**src/rtl/axi_master_pkg.sv**
```systemverilog
// ---------------------------------------------------------------------------
// axi_master_pkg
//
// Shared types and constants for the AXI3-style burst master:
//   - state_e      : master FSM states
//   - AXI_BURST_*  : AxBURST encodings (only INCR is issued)
//   - AXI_RESP_*   : xRESP encodings (bit 1 set means an error response)
//   - size_of()    : AxSIZE encoding for a given data bus width in bits
// ---------------------------------------------------------------------------
package axi_master_pkg;

  typedef enum logic [2:0] {
    IDLE,
    WADDR,
    WDATA,
    WRESP,
    RADDR,
    RDATA
  } state_e;

  localparam logic [1:0] AXI_BURST_INCR = 2'b01;

  localparam logic [1:0] AXI_RESP_OKAY   = 2'b00;
  localparam logic [1:0] AXI_RESP_EXOKAY = 2'b01;
  localparam logic [1:0] AXI_RESP_SLVERR = 2'b10;
  localparam logic [1:0] AXI_RESP_DECERR = 2'b11;

  // AxSIZE is log2 of the beat size in bytes.
  function automatic logic [2:0] size_of(input int data_width);
    logic [2:0] size;
    case (data_width)
      8:       size = 3'd0;
      16:      size = 3'd1;
      32:      size = 3'd2;
      64:      size = 3'd3;
      128:     size = 3'd4;
      256:     size = 3'd5;
      512:     size = 3'd6;
      1024:    size = 3'd7;
      default: size = 3'd0;
    endcase
    return size;
  endfunction

endpackage

```
**src/rtl/axi_burst_master.sv**
```systemverilog
// ---------------------------------------------------------------------------
// axi_burst_master
//
// Single-outstanding AXI3-style burst initiator. One command (read or write,
// start address, beats-1) is accepted at a time; the burst is driven on the
// AW/W/B or AR/R channels and data is streamed through simple valid/ready
// ports with zero-latency pass-through.
//
// Ports:
//   clk, rst                  clock (rising edge), synchronous active-high reset
//   cmd_valid/ready, cmd_*    command handshake: write flag, address, len
//   wd_valid/ready, wd_data   write-data stream into the master
//   rd_valid/ready, rd_data   read-data stream out of the master
//   done, err                 one-cycle completion pulse and its error flag
//   aw*, w*, b*, ar*, r*      AXI3 master channels (IDs driven as 0)
//
// Optional feature, macro AXI_MASTER_4K_CHECK_EN:
//   when defined, a command whose burst would cross a 4 KB boundary is
//   accepted but never issued; done and err pulse on the next cycle.
// ---------------------------------------------------------------------------
module axi_burst_master
  import axi_master_pkg::*;
#(
  parameter int ADDR_WIDTH = 32,
  parameter int DATA_WIDTH = 32,
  parameter int ID_WIDTH   = 4
) (
  input  logic                    clk,
  input  logic                    rst,
  input  logic                    cmd_valid,
  output logic                    cmd_ready,
  input  logic                    cmd_write,
  input  logic [ADDR_WIDTH-1:0]   cmd_addr,
  input  logic [3:0]              cmd_len,
  input  logic                    wd_valid,
  output logic                    wd_ready,
  input  logic [DATA_WIDTH-1:0]   wd_data,
  output logic                    rd_valid,
  input  logic                    rd_ready,
  output logic [DATA_WIDTH-1:0]   rd_data,
  output logic                    done,
  output logic                    err,
  output logic [ID_WIDTH-1:0]     awid,
  output logic [ADDR_WIDTH-1:0]   awaddr,
  output logic [3:0]              awlen,
  output logic [2:0]              awsize,
  output logic [1:0]              awburst,
  output logic                    awvalid,
  input  logic                    awready,
  output logic [ID_WIDTH-1:0]     wid,
  output logic [DATA_WIDTH-1:0]   wdata,
  output logic [DATA_WIDTH/8-1:0] wstrb,
  output logic                    wlast,
  output logic                    wvalid,
  input  logic                    wready,
  input  logic [ID_WIDTH-1:0]     bid,
  input  logic [1:0]              bresp,
  input  logic                    bvalid,
  output logic                    bready,
  output logic [ID_WIDTH-1:0]     arid,
  output logic [ADDR_WIDTH-1:0]   araddr,
  output logic [3:0]              arlen,
  output logic [2:0]              arsize,
  output logic [1:0]              arburst,
  output logic                    arvalid,
  input  logic                    arready,
  input  logic [ID_WIDTH-1:0]     rid,
  input  logic [DATA_WIDTH-1:0]   rdata,
  input  logic [1:0]              rresp,
  input  logic                    rlast,
  input  logic                    rvalid,
  output logic                    rready
);

  state_e                  state_q, state_d;
  logic [3:0]              beat_q, beat_d;
  logic [3:0]              len_q, len_d;
  logic [ADDR_WIDTH-1:0]   addr_q, addr_d;
  logic                    err_q, err_d;
  logic                    done_q, done_d;

  // IDs and the low bit of responses carry no information for this master.
  logic unused_inputs;
  assign unused_inputs = ^{bid, rid, bresp[0], rresp[0]};

  // Address-channel fields come straight from the latched command, so they
  // stay stable for as long as the address valid is held.
  assign awid    = '0;
  assign arid    = '0;
  assign wid     = '0;
  assign awaddr  = addr_q;
  assign araddr  = addr_q;
  assign awlen   = len_q;
  assign arlen   = len_q;
  assign awsize  = size_of(DATA_WIDTH);
  assign arsize  = size_of(DATA_WIDTH);
  assign awburst = AXI_BURST_INCR;
  assign arburst = AXI_BURST_INCR;
  assign wstrb   = '1;
  assign done    = done_q;
  assign err     = err_q;

`ifdef AXI_MASTER_4K_CHECK_EN
  // End offset of the burst within its 4 KB page; anything past 4096 crosses.
  localparam logic [31:0] BEAT_BYTES = 32'(DATA_WIDTH / 8);
  logic [31:0] span_end;
  logic        crosses_4k;
  assign span_end   = {20'd0, cmd_addr[11:0]} + ({28'd0, cmd_len} + 32'd1) * BEAT_BYTES;
  assign crosses_4k = span_end > 32'd4096;
`endif

  // Next-state and channel outputs. Data paths are pure pass-through in the
  // data states; everything is forced idle while reset is asserted so no
  // handshake can complete in the reset cycle.
  always_comb begin
    state_d   = state_q;
    beat_d    = beat_q;
    len_d     = len_q;
    addr_d    = addr_q;
    err_d     = err_q;
    done_d    = 1'b0;
    cmd_ready = 1'b0;
    awvalid   = 1'b0;
    wvalid    = 1'b0;
    wlast     = 1'b0;
    wdata     = '0;
    wd_ready  = 1'b0;
    bready    = 1'b0;
    arvalid   = 1'b0;
    rready    = 1'b0;
    rd_valid  = 1'b0;
    rd_data   = '0;

    case (state_q)
      IDLE: begin
        cmd_ready = 1'b1;
        if (cmd_valid) begin
          addr_d  = cmd_addr;
          len_d   = cmd_len;
          beat_d  = 4'd0;
          err_d   = 1'b0;
          state_d = cmd_write ? WADDR : RADDR;
`ifdef AXI_MASTER_4K_CHECK_EN
          if (crosses_4k) begin
            state_d = IDLE;
            done_d  = 1'b1;
            err_d   = 1'b1;
          end
`endif
        end
      end
      WADDR: begin
        awvalid = 1'b1;
        if (awready) state_d = WDATA;
      end
      WDATA: begin
        wvalid   = wd_valid;
        wd_ready = wready;
        wdata    = wd_data;
        wlast    = (beat_q == len_q);
        if (wd_valid && wready) begin
          beat_d = beat_q + 4'd1;
          if (beat_q == len_q) state_d = WRESP;
        end
      end
      WRESP: begin
        bready = 1'b1;
        if (bvalid) begin
          err_d   = bresp[1];
          done_d  = 1'b1;
          state_d = IDLE;
        end
      end
      RADDR: begin
        arvalid = 1'b1;
        if (arready) state_d = RDATA;
      end
      RDATA: begin
        rd_valid = rvalid;
        rready   = rd_ready;
        rd_data  = rdata;
        if (rvalid && rd_ready) begin
          beat_d = beat_q + 4'd1;
          // A slave that ends the burst early or late is flagged as an error.
          err_d  = err_q | rresp[1] | (rlast && (beat_q != len_q));
          if (rlast) begin
            done_d  = 1'b1;
            state_d = IDLE;
          end
        end
      end
      default: state_d = IDLE;
    endcase

    if (rst) begin
      cmd_ready = 1'b0;
      awvalid   = 1'b0;
      wvalid    = 1'b0;
      wlast     = 1'b0;
      wdata     = '0;
      wd_ready  = 1'b0;
      bready    = 1'b0;
      arvalid   = 1'b0;
      rready    = 1'b0;
      rd_valid  = 1'b0;
      rd_data   = '0;
    end
  end

  // State register; reset abandons any burst without a completion pulse.
  always_ff @(posedge clk) begin
    if (rst) begin
      state_q <= IDLE;
      beat_q  <= 4'd0;
      len_q   <= 4'd0;
      addr_q  <= '0;
      err_q   <= 1'b0;
      done_q  <= 1'b0;
    end else begin
      state_q <= state_d;
      beat_q  <= beat_d;
      len_q   <= len_d;
      addr_q  <= addr_d;
      err_q   <= err_d;
      done_q  <= done_d;
    end
  end

endmodule

```
**config.mk**
```make
export PLATFORM = sky130hd
export DESIGN_NAME = axi_burst_master
export DESIGN_NICKNAME = d
export VERILOG_FILES = /design/src/rtl/axi_master_pkg.sv /design/src/rtl/axi_burst_master.sv
export SDC_FILE = /design/constraint.sdc
export NUM_CORES = 1
export LEC_CHECK = 0
export CELL_PAD_IN_SITES_DETAIL_PLACEMENT = 0
export CELL_PAD_IN_SITES_GLOBAL_PLACEMENT = 2
export CORE_ASPECT_RATIO = 0.75
export CORE_MARGIN = 1
export CORE_UTILIZATION = 14
export CTS_CLUSTER_DIAMETER = 150
export DETAILED_ROUTE_END_ITERATION = 8
export PLACE_DENSITY = 0.86
export SETUP_SLACK_MARGIN = 0.05
export SLEW_MARGIN = 30
export SYNTH_ARGS = -nofsm -noshare
export SYNTH_HDL_FRONTEND = slang
export SYNTH_SLANG_ARGS = --single-unit
```
**constraint.sdc**
```tcl
create_clock -name clk -period 4.65 [get_ports clk]
set_clock_uncertainty 0.1 [all_clocks]
set_input_delay 0.93 -clock clk [delete_from_list [all_inputs] [get_ports clk]]
set_output_delay 0.93 -clock clk [all_outputs]
set_load 0.01 [all_outputs]
```
[Word level (Yosys, flattened, before mapping)]
Cells that the tools add are included.
Storage, ports and cells
  logic and storage cells: 78
  memory bits (writable): 0
  memory bits (read-only): 0
  input port bits: 124
  output and inout bits: 173
  bits in latches: 0
  memories: 0
  register bits after elaboration: 45
Cells by class
  $lt $le $gt $ge: 0
  bitwise logic cells: 2
  divide/modulo/power cells: 0
  $mul: 0
  muxes and demuxes: 44
  add/sub/neg operators: 1
  equal/unequal tests: 15
  shift operators: 0
  reduce and logical (&&, ||, !) cells: 10
Operator list (number)
  two-way mux 32 bit: 4
  two-way mux 3 bit: 9
  two-way mux 1 bit: 24
  case mux 3 bit (6 select lines): 1
  inequality test 2 bit, second input constant: 8
  two-way mux 4 bit: 3
  case mux 4 bit (3 select lines): 1
  AND reduction 4 bit: 2
  AND reduction 8 bit: 1
  == test 3 x 2 -> 1 bit, second input constant: 2
  == test 3 bit, second input constant: 2
  nonzero test 3 bit: 2
  adder 4 x 1 -> 4 bit, second input constant: 1
  == test 4 bit: 1
  inequality test 4 bit: 1
  == test 3 x 1 -> 1 bit, second input constant: 1
  logical AND 1 bit: 3
  zero test 3 bit: 1
  case mux 1 bit (3 select lines): 1
  bitwise OR 1 bit: 2
  case mux 1 bit (2 select lines): 1
  AND reduction 2 bit: 1

[Longest topological paths before layout]
Gate-level depths: netlist (run 1).
  depth in word-level cells: 5
  gate-level depth with buffers: 6

[Worst setup path after synthesis (run 1)]
No wires, ideal clock.
  path type: input to output
  start point: in rst
  end point: out rd_data[10]
  path slack: 1.860 ns
  cell stages on the path: 4
  arrival time: 1.760 ns
  path buffers: 1
  path through: nand2b_1 nor2_1 clkbuf_1 and2_1
Between the ends
  word-level cells in the longest chain between the ends: 1
RTL lines
  start: declaration: RTL line axi_burst_master.sv:29  | input logic rst,
  two-way mux 32 bit: RTL line axi_burst_master.sv:195  | if (rst) begin
  end: declaration: RTL line axi_burst_master.sv:40  | output logic [DATA_WIDTH-1:0] rd_data,
Every way passes these cells.

[Final worst setup path (run 1)]
  start point: in rst
  end point: out rd_data[17]
The elaborated chain is that of the path after synthesis.

==> impl_metrics.toml, run 1 <==
[run_status]
outcome = "complete, no violations"

[layout]
stdcell_area_mm2 = 0.005508
layout.nets = 721
drive_above_1_share_pct = 3.183
final-instance-count-excl-fill = 850
area_delta_synth_final_pct = 91.56
diodes = 0
multi_input_area_mm2 = 0.001496
ff_latch_area_um2 = 900.9
fill_cells = 2179

[min_path]
hold_class = "flop to flop"
hold_start = "araddr[21]"
holdPathStages = 2

[placement]
pre_cts_ws_ns = 1.127
io_buffers = 260
dp.cells = 842
dpl-instance-area_mm2 = 0.005359
place.gp.congestion = 0.7072
dpl.hpwl_mm = 8.565

[logic_synthesis]
synth_top_area_share_pct = 31.33
synth_largest_area_cell = "dfxtp_1"
synth_top_cells_by_area = "dfxtp_1, buf_4, nand2_1"
yosys_warnings = 0
syn-instance-count = 387
avgSynthCellArea_um2 = 7.430
ys_ff_latch = 45
synth_area_mm2 = 0.002875
synth_cell_types = 43
ys_seq_area_share_pct = 31.33

[global_routing]
grt_pass1_vias = 3136
grt_use_total_pct = 10.16
antenna_found_initial = 0
grt_pass1_wl_mm = 16.83
grt_start_max_net_pins = 47
grt-ovfl-total = 0

[detailed_routing]
vias_per_cell = 3.760
drt_iter0_drc = 171
vias = 3196
wl_per_cell_um = 13.06
wl_mm = 11.11
drcViolationCount = 0
antenna_left = 0
firstDrtPassIters = 4

[cts]
numClockSinks = 45
post_cts.repair.setup_buffers = 0
cts_hold_buf = 0
cts_tree = "built"
insertion_delay_ns = 0.29
cts_resized = 0
cts_buffer_depth = 2
path_clk_slew_ns = 0.07
h-tree-depth = 2
cts_buffers = 5
cts_root_buffer = "clkbuf_16"

[pwr]
ir_worst_vdd_mv = 0.1164
p_leak_uw = 0.002123
p_per_area_mw_per_mm2 = 356.1

[setup_path]
critPathLaunch = "rst"
crit_required_ns = 3.62
end_kind = "output port"
reg2reg_depth = 4
crit_type = "input pin to output port"
crit_path_max_fanout = 35
start_kind = "input pin"
r2r_start = "state_q[0]"
crit_arrival_ns = 2.45

[timing]
maxSlewViolCount = 0
max_freq_ghz = 0.2877
slew-limit-headroom_pct = 53.86
fin_setup_tns_ns = 0
rsz0062_at_grt = "false"
fin_crit_ns = 3.476
layout_setup_ws_ns = 1.174
setup_viol = 0
hold_viol = 0
tightest_slew_ns = 0.6912
fin_crit_sh_pct = 74.75

[die]
core_mm2 = 0.01971
die-width_um = 167.5
io_pins = 297
die_h_um = 126.1
dieArea_mm2 = 0.02112
fp-row-count = 44
initial_utilization_pct = 14.59

[run]
cap_violations = 0
==> kinds of logic after synthesis <==
group,count (synthesis),share of synthesized area (%)
and+or+nand+nor,180,32.38
buffers and inverters,90,20.45
AOI/OAI and AO/OA,60,12.10
DFF,45,31.33
muxes,5,1.828
xor gates and xnor gates,4,1.218
other,2,0.2612
adders and majority gates,1,0.4351
==> critical path, cell delays in order <==
cell and delay (ns):
buf_2 0.13, nand2b_1 0.20, nor2_2 0.14, buf_4 0.28
and2_1 0.21, clkdlybuf4s50_1 0.55
==> layout by cell type (no fill, tap or decap), drive strengths merged, types with 2 or more instances in the layout <==
| cell | netlist | routed |
|---|---|---|
| and3 | 38 | 38 |
| nor2 | 6 | 6 |
| nand3b | 2 | 2 |
| o21a | 2 | 2 |
| nand2 | 77 | 77 |
| clkbuf | 17 | 7 |
| a21boi | 2 | 2 |
| a21oi | 42 | 42 |
| xnor2 | 4 | 4 |
| and2 | 34 | 34 |
| buf | 72 | 8 |
| mux2i | 3 | 3 |
| clkdlybuf4s50 | 0 | 259 |
| mux2 | 2 | 2 |
| nor3 | 2 | 2 |
| o21ai | 5 | 5 |
| nand4 | 2 | 2 |
| conb | 2 | 26 |
| or2 | 2 | 2 |
| or3 | 2 | 2 |
| nor2b | 5 | 5 |
| nand2b | 3 | 3 |
| dfxtp | 45 | 45 |
| nand3 | 3 | 3 |
==> report_power, final <==
group          total, µW  switching, µW  leakage [µW]  internal, µW
Clock                358            158     0.0000641           200
Combinational       1030            486       0.00169           541
Sequential           575            103      0.000368           472
Total               1960            747       0.00212          1210
==> layer usage <==
metal  routed length [µm]  track usage [%]  part of all wire [%]
met5                    0                0                     0
met4                  108            2.482                  0.97
met3                  851            3.048                   7.7
met2                 5224            17.28                    47
met1                 4920            12.48                    44
==> metrics by stage <==
step	util [%]	hold WS (ns)	power (µW)
2_1_floorplan	-	0.3567	1148
3_3_place_gp	27.19	0.3578	1619
3_5_place_dp	27.19	0.3671	1621
4_1_cts	27.90	0.3777	1998
5_1_grt	27.95	0.3966	2110
6_report	27.95	0.3718	1961
==> cells in the mapped netlist (all sizes together) <==
| cell type | count |
|---|---|
| nand2 | 77 |
| buf | 72 |
| dfxtp | 45 |
| a21oi | 42 |
| and3 | 38 |
| and2 | 34 |
| clkbuf | 17 |
| nor2 | 6 |
| nor2b | 5 |
| o21ai | 5 |
| xnor2 | 4 |
| mux2i | 3 |
| nand2b | 3 |
| nand3 | 3 |
| a21boi | 2 |
| conb | 2 |
| mux2 | 2 |
| nand3b | 2 |
| nand4 | 2 |
| nor3 | 2 |
| o21a | 2 |
| or2 | 2 |
| or3 | 2 |
| a2111o | 1 |
| a211o | 1 |
| a211oi | 1 |
| a21o | 1 |
| a22o | 1 |
| a22oi | 1 |
| a311oi | 1 |
| and3b | 1 |
| ha | 1 |
| inv | 1 |
| nor3b | 1 |
| nor4 | 1 |
| nor4b | 1 |
| o22ai | 1 |
| o32ai | 1 |
==> sequential cells by signal, indices dropped and copies added (netlist names) <==
register	cells
done	1
beat_q	4
arlen	4
state_q	3
err	1
araddr	32
==> final timing paths <==
kind	to	slack, ns
max	rd_data[17]	1.17
max reg2reg	beat_q[1]	2.72
min reg2reg	araddr[21]	0.37
min	araddr[21]	0.37
==> area by class of cell <==
class,count,share of cell area [%]
Clock buffer,7,2.408
Sequential cell,45,16.36
Timing Repair Buffer,267,48.11
Inverter,1,0.06815
Clock inverter,1,0.1363
Tap cell,253,5.747
Multi-Input combinational cell,276,27.17
Power figures use the tool's default switching activity.
==> run 2, diff against run 1 <==
CORE_UTILIZATION = 13   (was 14)
PLACE_DENSITY = 0.81   (was 0.86)
clock period = 3.3 ns   (was 4.65 ns; I/O delays follow)
==> run 2 against run 1 <==
  * Worst setup slack worse by 0.72 ns
  * Total power up 47%
  * Wire length up 1.9%
  * Clock power up 68%
  * Cell count up 4.6%
  * Count of clock-buffer cells in the layout unchanged
  * Global-route usage down 0.49 points
  * Critical path depth down 1
  * Via count down 0.19%
  * Die area up 7.6%
==> impl_metrics.toml, run 2 (synthesis gave the netlist of run 1 again) <==
[setup_path]
reg2reg_depth = 6
cpLargestDelayFamily = "buffers and inverters"
r2r_slack_ns = 1.38
cp_slowest_cell = "clkdlybuf4s50_1"
crit_path_max_fanout = 34
start_kind = "input pin"
r2r-end = "araddr[22]"
crit_buf_inv = 3
path_cells = "buf_2, nor2_1, buf_4, and3_1, clkdlybuf4s50_1"
crit_arrival_ns = 2.09
end_kind = "output port"
slowest_delay_ns = 0.55
crit_type = "input pin to output port"
r2r_start = "state_q[1]"
crit_required_ns = 2.54

[layout]
ff_latch_area_um2 = 900.9
multi_input_area_mm2 = 0.001488
layout.nets = 725
area_delta_synth_final_pct = 95.39
drive_above_1_share_pct = 3.993
fill_cells = 2333
final_common_cell = "clkdlybuf4s50_1"
final_cell_mix = "clkdlybuf4s50_1, nand2_1, dfxtp_1"
largest_register_ffs = 32
diodes = 0

[timing]
slew-limit-headroom_pct = 64.46
fin_crit_sh_pct = 86.32
setup_viol = 0
fin_setup_tns_ns = 0
hold_viol = 0
tightest_slew_ns = 0.5332
maxSlewViolCount = 0
layout_setup_ws_ns = 0.4514
max_freq_ghz = 0.3510
fin_crit_ns = 2.849
rsz0062_at_grt = "false"

[global_routing]
grt-ovfl-total = 0
grt_pass1_wl_mm = 17.24
grt_pass1_vias = 3214
grt_start_max_net_pins = 47
grt_use_total_pct = 9.662
antenna_found_initial = 1

[placement]
pre_cts_ws_ns = 0.4596
dpl.hpwl_mm = 8.763
io_buffers = 260
place.gp.congestion = 0.7316

[cts]
insertion_delay_ns = 0.29
path_clk_slew_ns = 0.07
numClockSinks = 45
cts_buffer_depth = 2
post_cts.repair.setup_buffers = 0
h-tree-depth = 2
cts_root_buffer = "clkbuf_16"
cts_resized = 0
cts_hold_buf = 0
cts_tree = "built"
cts_buffers = 5

[die]
dieArea_mm2 = 0.02272
core_mm2 = 0.02141
io_pins = 297
die-width_um = 173.7
fp-row-count = 46
die_h_um = 130.8
initial_utilization_pct = 13.43

[min_path]
hold_start = "araddr[16]"
whs_endpoint = "araddr[16]"
hold_class = "flop to flop"
holdPathStages = 2

[detailed_routing]
vias = 3190
drcViolationCount = 0
vias_per_cell = 3.588
antenna_left = 0
wl_per_cell_um = 12.73
wl_mm = 11.32
firstDrtPassIters = 4
drt_iter0_drc = 82

[run_status]
outcome = "complete, no violations"

[run]
cap_violations = 0

[pwr]
p_per_area_mw_per_mm2 = 513.5
ir_worst_vdd_mv = 0.2143
p_leak_uw = 0.002159
## run 2: worst reg2reg max path: stages, from the launching register on
cell and delay, ns:
dfxtp_1 0.36, buf_4 0.21, nor2_1 0.21, nand3b_2 0.41
buf_4 0.36, nand2_1 0.09, a21oi_1 0.06
## run 2: power breakdown
group	switching [µW]	leakage (µW)	internal [µW]	total [µW]
Clock	224	0.0000841	379	603
Combinational	724	0.00171	786	1510
Sequential	107	0.000368	665	772
## run 2: worst max-delay path by stage
stage | startpoint | to | slack [ns] | cells after the start
global placement | rst | wdata[22] | 0.43 | 5
floorplan | rst | rd_data[10] | 1.05 | 4
CTS | state_q[0] | wlast | 0.45 | 6
finish | rst | wdata[20] | 0.45 | 5
detailed placement | rst | wdata[22] | 0.46 | 5
global route | state_q[0] | wlast | 0.32 | 6
## run 2: stage by stage
step           cells  power [µW]  utilization (%)  area [µm²]  hold slack [ns]
6_report         889        2885            26.24        5618           0.3689
5_1_grt          889        3121            26.24        5618           0.3982
4_1_cts          889        2952            26.24        5618           0.3756
3_5_place_dp     881        2319            25.43        5445           0.3661
3_3_place_gp     881        2318            25.43        5445           0.3586
2_1_floorplan    411        1617                -        2965           0.3567
## run 2: area by class of cell
cell class | count | area share (%)
Inverter | 1 | 0.06682
Clock inverter | 1 | 0.5345
Clock buffer | 7 | 2.539
Multi-Input combinational cell | 276 | 26.48
Sequential cell | 45 | 16.04
Timing Repair Buffer | 271 | 47.93
Tap cell | 288 | 6.414
## run 2: routing by layer
layer	global-route usage, %	share of wire, %	vias up
met5	0	0.11	-
met4	2.477	0.99	2
met3	3.096	7.3	9
met2	16.66	48	142
met1	11.68	44	1422
li1	-	-	1615
==> run 3, diff against run 2 <==
CORE_ASPECT_RATIO = unset   (was 0.75)
==> run 3 against run 2 <==
  * Total power down 1.9%
  * Global-route usage down 0.64 points
  * Clock power down 7.1%
  * Design area down 0.40%
  * Wire length down 5.2%
  * Critical endpoint is now rd_data[24]
  * Die area about the same
  * Critical path type unchanged
  * Critical path depth up 1
  * Non-clock buffer count unchanged
==> impl_metrics.toml, run 3 (synthesis gave the netlist of run 1 again) <==
[run_status]
outcome = "complete, no violations"

[cts]
path_clk_slew_ns = 0.06
cts_hold_buf = 0
h-tree-depth = 2
cts_resized = 0
cts_buffers = 5
post_cts.repair.setup_buffers = 0
numClockSinks = 45
cts_buffer_depth = 2
cts_root_buffer = "clkbuf_16"
cts_tree = "built"
insertion_delay_ns = 0.28

[layout]
diodes = 0
layout.nets = 725
drive_above_1_share_pct = 4.000
largest_register_ffs = 32
final_cell_mix = "clkdlybuf4s50_1, nand2_1, dfxtp_1"
fill_cells = 2382
area_delta_synth_final_pct = 94.60
final_common_cell = "clkdlybuf4s50_1"
fin_util_pct = 25.72

[setup_path]
r2r_slack_ns = 1.41
cp_slowest_cell = "clkdlybuf4s50_1"
crit_path_max_fanout = 35
cpLargestDelayFamily = "buffers and inverters"
path_cells = "buf_2, nand2b_1, nor2_2, buf_4, and2_1, clkdlybuf4s50_1"
slowest_delay_ns = 0.55
end_kind = "output port"
r2r-end = "state_q[0]"
reg2reg_depth = 5
start_kind = "input pin"
crit_required_ns = 2.54
crit_arrival_ns = 2.12
crit_type = "input pin to output port"
r2r_start = "state_q[1]"
crit_buf_inv = 3

[pwr]
power_frac_seq_pct = 27.6
clkPwrFrac_pct = 19.8
pwr-share-comb_pct = 52.7
total_power_uw = 2830
p_per_area_mw_per_mm2 = 505.8
p_sw_uw = 1027
p_leak_uw = 0.002157
ir_worst_vdd_mv = 0.2059
switching_share_pct = 36.30
internal-power_uw = 1803

[global_routing]
use_met2_pct = 15.94
grt_start_max_net_pins = 37
grt_pass1_vias = 2949
antenna_found_initial = 0
grt-ovfl-total = 0
grt_use_total_pct = 9.017
grt_util_met1_pct = 10.77
use_met3_pct = 2.273
busiest_layer = "met2"
grt_pass1_wl_mm = 16.02

[timing]
max_freq_ghz = 0.3477
fin_crit_ns = 2.876
fin_crit_sh_pct = 87.16
layout_setup_ws_ns = 0.4236
maxSlewViolCount = 0
rsz0062_at_grt = "false"
setup_viol = 0
fin_setup_tns_ns = 0
hold_viol = 0

[die]
io_pins = 297
core_mm2 = 0.02176
die-width_um = 150.7
die_h_um = 150.7
initial_utilization_pct = 13.22
dieArea_mm2 = 0.02272
fp-row-count = 54

[min_path]
hold_start = "araddr[9]"
holdPathStages = 2
hold_class = "flop to flop"
whs_endpoint = "araddr[9]"

[detailed_routing]
wl_mm = 10.74
drcViolationCount = 0
drt_iter0_drc = 87
antenna_left = 0
firstDrtPassIters = 6
vias_per_cell = 3.614
wl_per_cell_um = 12.20
vias = 3180

[placement]
pre_cts_ws_ns = 0.3865
place.gp.congestion = 0.6856
dpl.hpwl_mm = 8.415
io_buffers = 260

[run]
cap_violations = 0
-- run 3: cell types whose count changed in the layout (fill, tap and decap cells not counted), sizes merged --
| cell | before | now |
|---|---|---|
| clkbuf | 7 | 5 |
| clkinv | 0 | 1 |
-- run 3: area by class of cell --
class                   instances  area, µm²  share of cell area (%)
repair buffers                271       2693                   48.12
multi-input cells             276       1488                   26.59
flip-flops and latches         45      900.9                   16.10
well taps                     280      350.3                   6.261
clock buffers                   5      125.1                   2.236
clock inverters                 2      35.03                  0.6261
inverters                       1      3.754                 0.06708
-- run 3: worst reg2reg max path: cells and delay by family (launching register included) --
family                 cells  cell delay [ns]
AO/OA/AOI/OAI              2             0.26
flip-flops                 1             0.49
multiplexers               2             0.69
buffers and inverters      1             0.24
-- run 3: worst max-delay path by stage --
stage	slack, ns	cells past startpoint	start	to
after floorplan	1.05	4	rst	rd_data[10]
after global placement	0.37	6	rst	rd_data[24]
after detailed placement	0.39	6	rst	rd_data[24]
after CTS	0.38	6	rst	rd_data[24]
after global routing	0.29	5	state_q[0]	rd_data[24]
final	0.42	6	rst	rd_data[24]
-- run 3: power by group through the flow --
stage,sequential [µW],clock (µW),combinational (µW)
final,780,560,1490
after floorplan,814,0,803
after global placement,794,0,1510
after global routing,807,616,1640
after detailed placement,800,0,1510
after CTS,787,588,1520
-- run 3: metal layers --
layer | routed length, µm | vias up
li1 | - | 1610
met1 | 4509 | 1414
met2 | 5294 | 150
met3 | 835 | 6
met4 | 95 | 0
met5 | 0 | -
-- run 3: through the flow --
step / hold slack [ns] / instance area [µm²] / instances
2_1_floorplan: 0.3567 / 2965 / 411
3_3_place_gp: 0.3581 / 5435 / 873
5_1_grt: 0.3959 / 5595 / 880
6_report: 0.3681 / 5595 / 880
4_1_cts: 0.3722 / 5595 / 880
3_5_place_dp: 0.3633 / 5435 / 873
